## src/rtl/norm_shift_pipe.sv

```systemverilog
// Two-stage valid/ready fraction shifter: left shift, right shift with sticky,
// leading-zero normalise or pass-through. Stage 1 captures operands and lz count.
module norm_shift_pipe #(
  parameter int WIDTH   = 18,
  parameter int SHIFT_W = 8
) (
  input  logic               clk,
  input  logic               rst_n,
  input  logic               in_valid,
  output logic               in_ready,
  input  logic [WIDTH-1:0]   in_frac,
  input  logic [SHIFT_W-1:0] in_shift,
  input  logic [1:0]         in_mode,
  output logic               out_valid,
  input  logic               out_ready,
  output logic [WIDTH-1:0]   out_frac,
  output logic [SHIFT_W-1:0] out_amount,
  output logic               out_sticky,
  output logic               out_ovf,
  output logic               out_zero
);

  typedef enum logic [1:0] {
    MODE_LEFT  = 2'b00,
    MODE_RIGHT = 2'b01,
    MODE_NORM  = 2'b10,
    MODE_PASS  = 2'b11
  } mode_e;

  localparam logic [SHIFT_W-1:0] WIDTH_AMT = SHIFT_W'(WIDTH);

  logic               adv1, adv2;

  logic               s1_valid_q, s1_valid_d;
  logic [WIDTH-1:0]   s1_frac_q, s1_frac_d;
  logic [SHIFT_W-1:0] s1_shift_q, s1_shift_d;
  mode_e              s1_mode_q, s1_mode_d;
  logic [SHIFT_W-1:0] s1_lz_q, s1_lz_d;
  logic [SHIFT_W-1:0] in_lz;

  logic               s2_valid_q, s2_valid_d;
  logic [WIDTH-1:0]   frac_q, frac_d;
  logic [SHIFT_W-1:0] amount_q, amount_d;
  logic               sticky_q, sticky_d;
  logic               ovf_q, ovf_d;
  logic               zero_q, zero_d;

  logic [2*WIDTH-1:0] left_wide, right_wide;
  logic               shift_big;
  logic [WIDTH-1:0]   res_frac;
  logic [SHIFT_W-1:0] res_amount;
  logic               res_sticky, res_ovf;

  assign adv2     = !s2_valid_q || out_ready;
  assign adv1     = !s1_valid_q || adv2;
  assign in_ready = adv1;

  // Highest set bit wins because the scan runs upward from the LSB.
  always_comb begin
    in_lz = WIDTH_AMT;
    for (int unsigned i = 0; i < WIDTH; i++) begin
      if (in_frac[i]) in_lz = SHIFT_W'(WIDTH - 1 - i);
    end
  end

  always_comb begin
    s1_valid_d = s1_valid_q;
    s1_frac_d  = s1_frac_q;
    s1_shift_d = s1_shift_q;
    s1_mode_d  = s1_mode_q;
    s1_lz_d    = s1_lz_q;
    if (adv1) begin
      s1_valid_d = in_valid;
      if (in_valid) begin
        s1_frac_d  = in_frac;
        s1_shift_d = in_shift;
        s1_mode_d  = mode_e'(in_mode);
        s1_lz_d    = in_lz;
      end
    end
  end

  // Double-width shifts keep the bits that fall off for ovf/sticky detection.
  always_comb begin
    shift_big  = s1_shift_q >= WIDTH_AMT;
    left_wide  = {{WIDTH{1'b0}}, s1_frac_q} << s1_shift_q;
    right_wide = {s1_frac_q, {WIDTH{1'b0}}} >> s1_shift_q;
    res_frac   = '0;
    res_amount = '0;
    res_sticky = 1'b0;
    res_ovf    = 1'b0;
    case (s1_mode_q)
      MODE_LEFT: begin
        res_amount = s1_shift_q;
        if (shift_big) begin
          res_ovf = |s1_frac_q;
        end else begin
          res_frac = left_wide[WIDTH-1:0];
          res_ovf  = |left_wide[2*WIDTH-1:WIDTH];
        end
      end
      MODE_RIGHT: begin
        res_amount = s1_shift_q;
        if (shift_big) begin
          res_sticky = |s1_frac_q;
        end else begin
          res_frac   = right_wide[2*WIDTH-1:WIDTH];
          res_sticky = |right_wide[WIDTH-1:0];
        end
      end
      MODE_NORM: begin
        res_amount = s1_lz_q;
        res_frac   = s1_frac_q << s1_lz_q;
      end
      default: begin
        res_frac = s1_frac_q;
      end
    endcase
  end

  always_comb begin
    s2_valid_d = s2_valid_q;
    frac_d     = frac_q;
    amount_d   = amount_q;
    sticky_d   = sticky_q;
    ovf_d      = ovf_q;
    zero_d     = zero_q;
    if (adv2) begin
      s2_valid_d = s1_valid_q;
      if (s1_valid_q) begin
        frac_d   = res_frac;
        amount_d = res_amount;
        sticky_d = res_sticky;
        ovf_d    = res_ovf;
        zero_d   = ~|res_frac;
      end
    end
  end

  always_ff @(posedge clk or negedge rst_n) begin
    if (!rst_n) begin
      s1_valid_q <= 1'b0;
      s1_frac_q  <= '0;
      s1_shift_q <= '0;
      s1_mode_q  <= MODE_LEFT;
      s1_lz_q    <= '0;
      s2_valid_q <= 1'b0;
      frac_q     <= '0;
      amount_q   <= '0;
      sticky_q   <= 1'b0;
      ovf_q      <= 1'b0;
      zero_q     <= 1'b0;
    end else begin
      s1_valid_q <= s1_valid_d;
      s1_frac_q  <= s1_frac_d;
      s1_shift_q <= s1_shift_d;
      s1_mode_q  <= s1_mode_d;
      s1_lz_q    <= s1_lz_d;
      s2_valid_q <= s2_valid_d;
      frac_q     <= frac_d;
      amount_q   <= amount_d;
      sticky_q   <= sticky_d;
      ovf_q      <= ovf_d;
      zero_q     <= zero_d;
    end
  end

  assign out_valid  = s2_valid_q;
  assign out_frac   = frac_q;
  assign out_amount = amount_q;
  assign out_sticky = sticky_q;
  assign out_ovf    = ovf_q;
  assign out_zero   = zero_q;

endmodule

```

## config.mk

```make
export PLATFORM = sky130hd
export DESIGN_NAME = norm_shift_pipe
export DESIGN_NICKNAME = d
export VERILOG_FILES = /design/src/rtl/norm_shift_pipe.sv
export SDC_FILE = /design/constraint.sdc
export NUM_CORES = 1
export LEC_CHECK = 0
export ABC_AREA = 1
export CAP_MARGIN = 20
export CORE_ASPECT_RATIO = 0.5
export CORE_MARGIN = 5
export CORE_UTILIZATION = 52
export DETAILED_ROUTE_END_ITERATION = 8
export GPL_ROUTABILITY_DRIVEN = 0
export GPL_TIMING_DRIVEN = 0
export PLACE_DENSITY = 0.72
export SYNTH_ARGS = -nofsm -noshare
export SYNTH_HDL_FRONTEND = slang
export SYNTH_SLANG_ARGS = --single-unit
```

## constraint.sdc

```tcl
create_clock -name clk -period 3.9 [get_ports clk]
set_input_delay 0.39 -clock clk [delete_from_list [all_inputs] [get_ports clk]]
set_output_delay 0.39 -clock clk [all_outputs]
set_load 0.1 [all_outputs]
```

### Word-level counts from Yosys, hierarchy flattened

Index checks and enable logic that the tools add are counted.

| cells by class | value |
|---|---|
| eq/ne operators | 2 |
| order comparisons | 1 |
| multiplexer cells | 26 |
| shift operators | 3 |
| reductions and logical operators | 13 |

Operators with widths:

| operator | number |
|---|---|
| two-way mux 8 bit | 16 |
| OR reduction 18 bit | 4 |
| case mux 18 bit (3 select lines) | 1 |
| two-way mux 18 bit | 2 |
| left shift 18 x 8 -> 36 bit | 1 |
| >> shifter 36 x 8 -> 36 bit | 1 |
| left shift 18 x 8 -> 18 bit | 1 |
| case mux 8 bit (2 select lines) | 1 |
| >= comparator 8 x 5 -> 1 bit, second input constant | 1 |
| two-way mux 1 bit | 4 |
| two-way mux 2 bit | 2 |
| AND reduction 2 bit | 2 |
| zero test 1 bit | 3 |
| == test 2 x 1 -> 1 bit, second input constant | 1 |
| == test 2 bit, second input constant | 1 |
| zero test 2 bit | 1 |
| logical OR 1 bit | 2 |
| OR reduction 2 bit | 1 |

| word-level totals | value |
|---|---|
| output and inout bits | 31 |
| register bits | 67 |

### Longest topological paths before layout

| logic depth | value |
|---|---|
| depth in word-level cells | 18 |
| depth in mapped cells | 21 |
| mapped depth without buffers | 19 |

### Worst setup path before layout

OpenSTA, ideal clock, no wires.

| path | value |
|---|---|
| path kind | register -> register |
| start point | reg s2_valid_q, in the netlist out_valid |
| end point | reg s1_shift_q[4] |
| library setup time | 137 ps |
| arrival | 3137 ps |
| period minus slack after synthesis | 3273 ps |
| path slack | 627 ps |
| stages on the path, launching flop included | 7 |
| cell sequence | dfrtp_1 > nand3_1 > nand2_1 > clkinv_1 > clkbuf_1 > nand2_1 > o21ai_0 |

| between the ends | value |
|---|---|
| longest elaborated chain between the ends | 4 |

RTL lines:

| what | line | text |
|---|---|---|
| start, declared | 41 | `logic s2_valid_q, s2_valid_d;` |
| start signal, assigned | 159 | `s2_valid_q <= s2_valid_d;` |
| zero test 1 bit | 54 | `assign adv2 = !s2_valid_q \|\| out_ready;` |
| logical OR 1 bit | 54 |  |
| logical OR 1 bit | 55 | `assign adv1 = !s1_valid_q \|\| adv2;` |
| net in_ready | 10 | `output logic in_ready,` |
| AND reduction 2 bit (no line) | - |  |
| end signal, assigned | 156 | `s1_shift_q <= s1_shift_d;` |
| end, declared | 36 | `logic [SHIFT_W-1:0] s1_shift_q, s1_shift_d;` |

The timed path passes the listed nets, and every way through them passes these cells.
A chain may end at the register's enable or synchronous reset.

### Final worst setup path

| path | value |
|---|---|
| start point | reg s1_frac_q[5] |
| end point | reg zero_q, in the netlist out_zero |

| between the ends | value |
|---|---|
| longest elaborated chain between the ends | 5 |

RTL lines:

| what | line | text |
|---|---|---|
| start, declared | 35 | `logic [WIDTH-1:0] s1_frac_q, s1_frac_d;` |
| start signal, assigned | 155 | `s1_frac_q <= s1_frac_d;` |
| >> shifter 36 x 8 -> 36 bit or left shift 18 x 8 -> 36 bit (tied branches) | 87, 86 |  |
| two-way mux 18 bit, on equally long branches | 104, 95 |  |
| case mux 18 bit (3 select lines) (*) | 92 | `case (s1_mode_q)` |
| OR reduction 18 bit (*) | 135 | `zero_d = ~\|res_frac;` |
| zero test 1 bit (*) | 135 |  |
| end signal, assigned | 164 | `zero_q <= zero_d;` |
| end, declared | 46 | `logic zero_q, zero_d;` |

Mark *: on every way between the ends. The rest lies on a longest branch, timed or not.

==> flow_metrics.py <==
metrics = {
    "floorplan": {
        "dieWidth_um": 163,
        "core.rowCount": 28,
        "ios": 63,
        "die_h_um": 86.6,
        "start_util_pct": 52.5,
        "fp.dieArea_sq_um": 14100,
        "core_sq_um": 11600,
    },
    "sta": {
        "fin_crit_ps": 2630,
        "clock.fmax_mhz": 380,
        "skew_ps": 8.05,
        "tns_ps": 0,
        "slew_headroom_pct": 34.3,
        "holdWs_ps": 152,
        "period_share_pct": 67.4,
        "final-setup-viol-count": 0,
        "rsz0062_at_grt": "no",
        "tightest_slew_ps": 982,
        "drv_slew": 0,
        "finalHoldViolCount": 0,
    },
    "pwr": {
        "p_leak_uw": 0.00358,
        "power_uw": 4420,
        "vdd_ir_drop_max_mv": 0.570,
        "p_per_area_nw_per_um2": 612,
    },
    "run": {
        "max_cap_violations": 0,
    },
    "setup_path": {
        "critPathMaxFanout": 8,
        "endpoint_kind": "flip-flop",
        "r2r_slack_ps": 1270,
        "rr_worst_depth": 14,
        "startpoint_type": "flip-flop",
        "critical_path_arrival_ps": 2860,
        "worstSetupPathType": "reg -> reg",
        "r2r_start": "s1_frac_q[5]$_DFFE_PN0P_",
        "worstReg2RegEnd": "out_zero$_DFFE_PN0P_",
        "crit_required_ps": 4130,
    },
    "finish": {
        "fillers": 1176,
        "diodes": 0,
        "drive_above_1_share_pct": 7.26,
        "design_area_sq_um": 7220,
        "final_net_count": 1171,
        "areaGrowthSynthToFinish_pct": 18.4,
    },
    "route": {
        "routed_wirelength_mm": 25.1,
        "drc": 13,
        "ant_nets": 0,
        "vias": 7876,
        "routed_via_density": 6.02,
        "drtPass1Iterations": 9,
        "wl_per_cell_um": 19.2,
        "drt_iter0_drc": 1252,
    },
    "yosys": {
        "synth.distinct_cells": 39,
        "yosysWarnings": 0,
        "synth-edff-count": 0,
        "syn_nets": 1098,
        "synth_seq_cells": 64,
        "ys_seq_area_share_pct": 26.2,
        "synth_flop_cell": "dfrtp_1",
        "synthArstFlopShare_pct": 100,
        "synthesis.area_sq_um": 6100,
        "syn_avg_cell_area_sq_um": 5.72,
        "synthCells": 1066,
    },
    "global_routing": {
        "grt_pass1_wl_mm": 39.4,
        "grt_pass1_vias": 7415,
        "grt_antenna_before_repair": 0,
        "grt_overflow": 0,
        "grt_max_degree": 65,
        "track_usage_pct": 35.8,
    },
    "clocking": {
        "post_cts_buffers": 0,
        "clock_sinks": 64,
        "post_cts_resized": 0,
        "postCtsHoldBufs": 0,
        "cts_tree": "yes",
        "path_clk_slew_ps": 60,
        "insertion_delay_ps": 340,
        "htreeDepth": 3,
        "cts_buffer_depth": 2,
        "cts_made_buffers": 9,
        "root_buffer": "clkbuf_16",
    },
    "placement": {
        "io_buffers": 62,
        "detailed_place_hpwl_mm": 19.3,
        "place_area_sq_um": 6930,
    },
    "run_status": {
        "run_status": "finished with violations",
        "violations": "DRC",
    },
    "worst_hold_path": {
        "worstHoldPathType": "in -> async",
    },
}
==> synthesized netlist by cell type (9+ instances only) <==
cell type	count	area, sq um
buf_2	21	105
nor2_1	69	259
o21ai_0	60	300
inv_1	46	173
nand2_1	428	1610
a21oi_1	30	150
nand3_2	10	100
clkbuf_1	30	113
nand3_1	220	1100
or2_2	9	56.3
dfrtp_1	64	1600
==> kinds of logic (layout without fill, tap and decap cells) <==
logic type / after synthesis / in the layout / synth area share, %
and+or+nand+nor: 764 / 764 / 54.2
AOI/OAI and AO/OA: 120 / 120 / 10.9
buffers and inverters: 118 / 196 / 8.63
DFF: 64 / 64 / 26.2
==> final cells by class <==
type | count | area, sq um | share of cell area (%)
plain buffers | 63 | 320 | 4.44
clock buffers | 9 | 225 | 3.12
clock inverters | 7 | 70.1 | 0.970
inverters | 55 | 206 | 2.86
multi-input cells | 884 | 3970 | 55.0
flip-flops and latches | 64 | 1600 | 22.2
well taps | 165 | 206 | 2.86
repair buffers | 62 | 618 | 8.56
==> metal layers <==
metal  routed length (um)  global-route usage [%]
met4                 1000                    14.8
met5                   46                    2.45
met3                 3850                    12.1
met2                 9870                    51.0
met1                10300                    49.5
==> worst max path at each step <==
stage | endpoint | start | slack [ps]
global placement | s1_shift_q[3]$_DFFE_PN0P_ | rst_n | 290
finish | out_zero$_DFFE_PN0P_ | s1_frac_q[5]$_DFFE_PN0P_ | 1270
detailed placement | in_ready | out_ready | 1370
floorplan | s1_shift_q[4]$_DFFE_PN0P_ | out_valid$_DFFE_PN0P_ | 630
global route | out_zero$_DFFE_PN0P_ | s1_frac_q[5]$_DFFE_PN0P_ | 1170
CTS | in_ready | out_ready | 1370
==> sequential cells by signal, summed over array words and instances, names as in the netlist <==
name and flops:
out_zero 1, s1_mode_q 2, out_valid 1, s1_frac_q 18, s1_valid_q 1, out_amount 8
s1_shift_q 8, out_ovf 1, out_sticky 1, s1_lz_q 5, out_frac 18
==> worst max-delay path, cell delays in order, from the launching register on <==
cell	delay, ps
dfrtp_1	320
clkbuf_1	570
nand3_2	190
nand2_1	90
nand2_1	80
nand3_1	100
nand3_1	140
nand2_1	140
nand2_1	70
o21ai_1	90
nand2_1	90
a21oi_1	350
nor2_1	100
nand3_1	120
nand2_1	60
==> placed cells by master (no fill, tap or decap), types with 2 or more instances in the layout <==
cell             synthesis  layout
nand4_1                  7       7
o22ai_1                  4       4
nor4_1                   6       6
nor2_1                  69      69
clkbuf_16                0       9
nor2_4                   3       3
nand3_2                 10      10
inv_2                    7       7
clkinv_1                 2       2
nand3_1                220     220
a21oi_2                  2       2
or2_2                    9       9
o21ai_1                  5       5
buf_6                    7       7
dfrtp_1                 64      64
buf_2                   21      21
inv_1                   46      46
buf_1                    3       3
clkinv_2                 0       3
o31ai_1                  4       4
nor2_2                   3       3
o21ai_0                 60      60
clkbuf_1                30      30
nor3_1                   5       5
clkdlybuf4s50_1          0      61
nand3b_1                 2       2
a31oi_1                  3       3
nand2_1                428     428
o211ai_1                 4       4
buf_4                    1       2
a21oi_1                 30      30
==> report_power, final <==
part / switching [uW] / internal, uW
Combinational: 1980 / 672
Clock: 323 / 494
Sequential: 144 / 807
Total: 2450 / 1970
==> per-stage QoR <==
stage,worst slack (ps),cells,utilization (%)
after floorplan,627,1066,-
after global placement,287,1293,59.6
after detailed placement,1370,1293,59.6
after CTS,1370,1309,62.1
after global routing,1170,1309,62.1
final,1270,1309,62.1
(Power assumes the default switching activity.)
